===== config.mk =====
export PLATFORM = sky130hd
export DESIGN_NAME = wb_rr_arbiter
export DESIGN_NICKNAME = d
export VERILOG_FILES = /design/src/rtl/wb_rr_arbiter.sv
export SDC_FILE = /design/constraint.sdc
export NUM_CORES = 1
export LEC_CHECK = 0
export CORE_AREA = 2 2 92 94
export DETAILED_ROUTE_END_ITERATION = 10
export DIE_AREA = 0 0 94 96
export HOLD_SLACK_MARGIN = 0.03
export PLACE_DENSITY_LB_ADDON = 0.05
export REMOVE_ABC_BUFFERS = 1
export SYNTH_ARGS = -nofsm -noshare
export SYNTH_HDL_FRONTEND = slang
export SYNTH_SLANG_ARGS = --single-unit

===== constraint.sdc =====
create_clock -name clk -period 2 [get_ports clk]
set_input_delay 0.4 -clock clk [delete_from_list [all_inputs] [get_ports clk]]
set_output_delay 0.4 -clock clk [all_outputs]
set_load 0.03 [all_outputs]

===== src/rtl/wb_rr_arbiter.sv =====
// wb_rr_arbiter: round-robin classic Wishbone arbiter sharing one slave among NUM_MASTERS masters,
// with a watchdog that force-errors slave cycles left unanswered for TIMEOUT cycles.
module wb_rr_arbiter #(
    parameter int NUM_MASTERS = 2,
    parameter int ADDR_WIDTH  = 16,
    parameter int DATA_WIDTH  = 32,
    parameter int SEL_WIDTH   = DATA_WIDTH / 8,
    parameter int TIMEOUT     = 255
) (
    input  logic                              clk,
    input  logic                              rst,
    input  logic [NUM_MASTERS-1:0]            m_cyc,
    input  logic [NUM_MASTERS-1:0]            m_stb,
    input  logic [NUM_MASTERS-1:0]            m_we,
    input  logic [NUM_MASTERS*ADDR_WIDTH-1:0] m_adr,
    input  logic [NUM_MASTERS*DATA_WIDTH-1:0] m_dat_w,
    input  logic [NUM_MASTERS*SEL_WIDTH-1:0]  m_sel,
    output logic [NUM_MASTERS-1:0]            m_ack,
    output logic [NUM_MASTERS-1:0]            m_err,
    output logic [DATA_WIDTH-1:0]             m_dat_r,
    output logic                              s_cyc,
    output logic                              s_stb,
    output logic                              s_we,
    output logic [ADDR_WIDTH-1:0]             s_adr,
    output logic [DATA_WIDTH-1:0]             s_dat_w,
    output logic [SEL_WIDTH-1:0]              s_sel,
    input  logic                              s_ack,
    input  logic                              s_err,
    input  logic [DATA_WIDTH-1:0]             s_dat_r,
    output logic [NUM_MASTERS-1:0]            grant,
    output logic                              busy
);
    localparam int IW = $clog2(NUM_MASTERS);
    localparam int CW = TIMEOUT > 0 ? $clog2(TIMEOUT + 1) : 1;

    typedef enum logic [1:0] {IDLE, BUSY, RELEASE} state_t;

    state_t                 state_q, state_d;
    logic [NUM_MASTERS-1:0] grant_q, grant_d;
    logic [IW-1:0]          g_q, g_d, last_q, last_d, pick;
    logic [CW-1:0]          cnt_q, cnt_d;
    logic                   err_q, err_d, found, in_busy;

    // First requester strictly after the previous owner, wrapping around.
    always_comb begin
        pick  = '0;
        found = 1'b0;
        for (int k = 1; k <= NUM_MASTERS; k++) begin
            if (!found && m_cyc[(int'(last_q) + k) % NUM_MASTERS]) begin
                found = 1'b1;
                pick  = IW'((int'(last_q) + k) % NUM_MASTERS);
            end
        end
    end

    always_comb begin
        state_d = state_q;
        grant_d = grant_q;
        g_d     = g_q;
        last_d  = last_q;
        cnt_d   = '0;
        err_d   = 1'b0;
        case (state_q)
            IDLE: begin
                if (|m_cyc) begin
                    state_d = BUSY;
                    g_d     = pick;
                    grant_d = NUM_MASTERS'(1) << pick;
                end
            end
            BUSY: begin
                if (!m_cyc[g_q]) begin
                    state_d = IDLE;
                    grant_d = '0;
                    last_d  = g_q;
                end else if (TIMEOUT != 0 && m_stb[g_q] && !s_ack && !s_err) begin
                    if (cnt_q == CW'(TIMEOUT - 1)) begin
                        state_d = RELEASE;
                        err_d   = 1'b1;
                    end else begin
                        cnt_d = cnt_q + 1'b1;
                    end
                end
            end
            RELEASE: begin
                if (!m_cyc[g_q]) begin
                    state_d = IDLE;
                    grant_d = '0;
                    last_d  = g_q;
                end
            end
            default: begin
                state_d = IDLE;
                grant_d = '0;
            end
        endcase
    end

    always_ff @(posedge clk) begin
        if (rst) begin
            state_q <= IDLE;
            grant_q <= '0;
            g_q     <= '0;
            last_q  <= IW'(NUM_MASTERS - 1);
            cnt_q   <= '0;
            err_q   <= 1'b0;
        end else begin
            state_q <= state_d;
            grant_q <= grant_d;
            g_q     <= g_d;
            last_q  <= last_d;
            cnt_q   <= cnt_d;
            err_q   <= err_d;
        end
    end

    assign in_busy = state_q == BUSY;
    assign s_cyc   = in_busy & m_cyc[g_q];
    assign s_stb   = in_busy & m_stb[g_q];
    assign s_we    = in_busy & m_we[g_q];
    assign s_adr   = m_adr[g_q*ADDR_WIDTH +: ADDR_WIDTH];
    assign s_dat_w = m_dat_w[g_q*DATA_WIDTH +: DATA_WIDTH];
    assign s_sel   = m_sel[g_q*SEL_WIDTH +: SEL_WIDTH];
    assign m_ack   = (in_busy && s_ack) ? (grant_q & m_stb) : '0;
    // The watchdog error is a registered one-cycle pulse issued on entry to RELEASE.
    assign m_err   = (in_busy && s_err) ? (grant_q & m_stb) : (err_q ? grant_q : '0);
    assign m_dat_r = s_dat_r;
    assign grant   = grant_q;
    assign busy    = |grant_q;
endmodule


# Word-level counts from Yosys, hierarchy flattened

Cells that the tools add are included.

Flip-flop bits (word level): 15

Bitwise operators: 9
Reductions and logical operators: 18
Order comparisons: 3
Shift operators: 4
Add/subtract/negate cells: 3
Equal/unequal tests: 8
Muxes and demuxes: 27

Operators by type and width:

| cell                                                        | count |
|---|---|
| variable part select 64 x 7 -> 32 bit                       | 1 |
| variable part select 32 x 6 -> 16 bit                       | 1 |
| 2-to-1 mux 2 bit                                            | 9 |
| 2-to-1 mux 1 bit                                            | 16 |
| adder 8 x 1 -> 8 bit (second input constant)                | 1 |
| equality test 8 bit (second input constant)                 | 1 |
| variable part select 8 x 4 -> 4 bit                         | 1 |
| less-than comparator 2 x 3 -> 1 bit (second input constant) | 2 |
| != test 2 bit (second input constant)                       | 3 |
| != test 3 x 2 -> 1 bit (second input constant)              | 2 |
| case mux 2 bit (3 select lines)                             | 1 |
| AND reduction 2 bit                                         | 3 |
| OR reduction 2 bit                                          | 3 |
| logical AND 1 bit                                           | 5 |
| OR reduction 5 bit                                          | 1 |
| case mux 2 bit (2 select lines)                             | 1 |
| AND reduction 4 bit                                         | 1 |
| OR reduction 4 bit                                          | 1 |
| AND 1 bit                                                   | 3 |
| logical NOT 1 bit                                           | 3 |
| inverter 1 bit                                              | 3 |
| adder 1 bit (second input constant)                         | 2 |
| AND 1 bit (first input constant)                            | 2 |
| AND 2 bit                                                   | 1 |
| other kinds (5)                                             | 5 |

# Depth between registers and ports, before layout

Word-level depth: 12
Mapped depth: 7
Depth with buffers taken out: 7

# Worst setup path after synthesis

No wires, ideal clock.

Kind: register -> output
From: register state_q[1]
To: output port m_err[0]
Data required time: 1,600 ps
Arrival: 1,440 ps
Stages on the path, launching flop included: 6
Path slack: 160 ps
Cell sequence: dfxtp_1 > inv_1 > ha_1 > nand2_1 > nand2_1 > a21boi_0

Longest elaborated chain between the ends: 3

Ends and longest elaborated chain:

| item                         | RTL line | RTL |
|---|---|---|
| start: declaration           | 38       | `state_t state_q, state_d;` |
| start signal: assignment     | 108      | `state_q <= state_d;` |
| equality test 2 x 1 -> 1 bit | 117      | `assign in_busy = state_q == BUSY;` |
| logical AND 1 bit            | 126      | `assign m_err = (in_busy && s_err) ? (grant_q & m_stb) : (err_q ? grant_q : '0);` |
| 2-to-1 mux 2 bit             | 126      |  |
| end: declaration             | 19       | `output logic [NUM_MASTERS-1:0] m_err,` |

Every way passes these cells.

# Worst setup path after layout

From: register grant_q[1] (netlist: grant[1])
To: output port busy

Longest elaborated chain between the ends: 1

Ends and longest elaborated chain:

| item                     | RTL line | RTL |
|---|---|---|
| start: declaration       | 39       | `logic [NUM_MASTERS-1:0] grant_q, grant_d;` |
| start signal: assignment | 109      | `grant_q <= grant_d;` |
| OR reduction 2 bit       | 129      | `assign busy = \|grant_q;` |
| end: declaration         | 31       | `output logic busy` |

Every way passes these cells.

==> run metrics <==
Avg Inst Size Synth=9.223 sq um; I/O pin count=240; final setup vio count=0; Port Buf Inserts=175; FF+latch count, synth=15; CTS hold repair buffers=0; post-synthesis sequential area ratio=0.1779; RSZ-0062 raised after global routing=false; layout cell share with drive strength beyond 1=0.4030; post-DR vias/cell=4.363; CTS H-tree lvls=1; pwr dens=502.3 nW/um^2; placed cell area=3287 sq um; clock-pin slew on the worst setup and hold paths=0.06 ns; via count=1898; fin crit period=1.943 ns; Critical Path Source Type=flop; worst skew pair latency=0.24 ns; CTS buffer count=3; WP data arrival=1.54 ns; number of global-route vias before repair=1815; Core ar.=8051 sq um; Nets=482; Post-Layout Inst Area=3352 sq um; initial antenna violation count=0; Synth Cell Area=1688 sq um; Yosys cell types=34; Die ar.=9024 sq um; Yosys Warn Count=0; crit-path max FO=5; Leak=1.346 nW; multi-input logic area=1110 sq um; Worst Hold Class=reg2reg; Die Span X=94 um; Yosys top cell area share=0.3536; Final Util=0.4163; run status=complete, no violations; Fmax=514.7 MHz; Slew Limit Fails=0; clock root cell=clkbuf_8; DP HPWL=10580 um; Min-Delay Endpoint=cnt_q[0]; clk buf depth=2; Slew @ Worst Pin=0.3408 ns; max_cap viols=0; Synth Instances=183; Worst Skew=0.001075 ns; area delta synth->final=98.59%; drt total wl=11880 um; final worst-path cycle share=0.9714; Synth area leader=mux2_2; maximum number of pins on one net before global-route repair=34; origin of the critical flop-to-flop path=g_q; WHS Path Cells=1; HP Start=cnt_q[0]; Max-slew headroom=0.7721; ANT nets after route=0; drt drc=0; initial DRC count=54; first-pass GRT wire length=15170 um; # clock sinks=15; Seq. cell area=301.5 sq um; Starting Density=0.2096; pre-CTS setup slack=0.1154 ns; kind of critical path=reg2out; filler cell count=823; CTS tree=done; setup slack after layout=0.05715 ns; reg-to-reg slack, setup=0.49 ns; drt pass-1 iters=6; die height=96 um; Post-Layout Cell Count=435; data required time of the critical path=1.60 ns; GPL Wtd Cong=0.8603; Worst Reg-to-Reg Cells=5; VDD IR max=0.0001945 V; Overall Power=1.684 mW; CP endpoint kind=output port; Post-CTS Setup Inserts=0; placed insts=431; Ant. Diodes=0; GRT Util Overall=0.2512; WL/cell=27.30 um; global route overflow=0; final hold violation count=0; FF-to-FF End=state_q[1]; row count=33; synth top area cells=mux2_2 (35%), dfxtp_1 (18%), buf_4 (14%)
==> critical path, cell delays in order, from the launching register on <==
cell,delay (ns)
dfxtp_1,0.38
or2_2,0.31
clkdlybuf4s50_1,0.61
==> cell type report <==
cell class                 count  area share
multi-input combinational    124      0.3311
clock inverter                 1    0.001493
clock buffer                   3     0.01232
sequential                    15     0.08996
inverter                       6    0.006719
tap                          105     0.03919
timing repair buffer         181      0.5192
==> synth_stat cells (all sizes together) <==
cell      n
a21oi     6
dfxtp    15
and3      1
mux2i     3
o2111ai   1
o21ai     2
mux2     53
a22oi     1
inv       6
nand3     6
xnor2     1
xor2      5
nand4     2
nor2     12
or2       1
o21bai    1
nor4      1
ha        5
a21boi    2
nand2b    4
buf      38
and2      1
nand2     8
a211oi    2
and4      3
nor3      1
nor2b     2
==> state kept, by name, indices dropped and copies added, names as in the netlist <==
register  count
err_q         1
cnt_q         8
last_q        1
grant         2
g_q           1
state_q       2
==> stage by stage <==
step	TNS (ns)	hold slack, ns
CTS	0	0.5061
global route	0	0.5188
finish	0	0.5073
floorplan	-30.79	0.4526
detailed placement	0	0.4951
global placement	0	0.4864
==> what timing repair did <==
item | in CTS | in global routing
resized for setup | 0 | 4
endpoints found under the hold margin | 0 | 0
setup endpoints to repair | 0 | 7
==> cell usage in the layout, fill, tap and decap left out, types with 5 or more instances in the layout <==
| master | synthesis | routed |
|---|---|---|
| clkdlybuf4s50_1 | 0 | 116 |
| buf_4 | 32 | 57 |
| mux2_2 | 53 | 53 |
| dfxtp_1 | 15 | 14 |
| nor2_1 | 12 | 12 |
| nand2_1 | 8 | 8 |
| buf_12 | 0 | 7 |
| inv_1 | 6 | 6 |
| nand3_1 | 5 | 5 |
| xor2_1 | 5 | 5 |
| a21oi_1 | 5 | 5 |
==> routing by layer <==
metal | global-route usage | up-vias | share of wire
li1 | - | 899 | -
met1 | 0.2846 | 812 | 0.39
met2 | 0.3762 | 181 | 0.42
met3 | 0.1942 | 4 | 0.18
met4 | 0.03623 | 2 | 0.0093
met5 | 0.07143 | - | 0.0058
==> report_power, final <==
part	switching (mW)	internal, mW
Sequential	0.0223	0.315
Clock	0.103	0.138
Combinational	0.538	0.568
==> worst max-delay path by stage <==
stage / slack, ns / cells past startpoint / to / from
floorplan: -0.83 / 2 / s_stb / g_q
global placement: 0.14 / 5 / cnt_q[4] / m_stb[0]
detailed placement: 0.12 / 7 / cnt_q[2] / m_cyc[1]
CTS: 0.02 / 4 / s_stb / g_q
global route: 0.02 / 2 / busy / grant[1]
finish: 0.06 / 2 / busy / grant[1]
==> logic make-up after synthesis <==
| family | synth area share |
|---|---|
| compound gates | 0.06078 |
| xor+xnor | 0.03113 |
| fa+ha+maj | 0.03706 |
| buf+inv | 0.1735 |
| flops | 0.1779 |
| mux | 0.3714 |
| simple gates | 0.1483 |
Note: power is estimated with default switching activity, not from simulation.
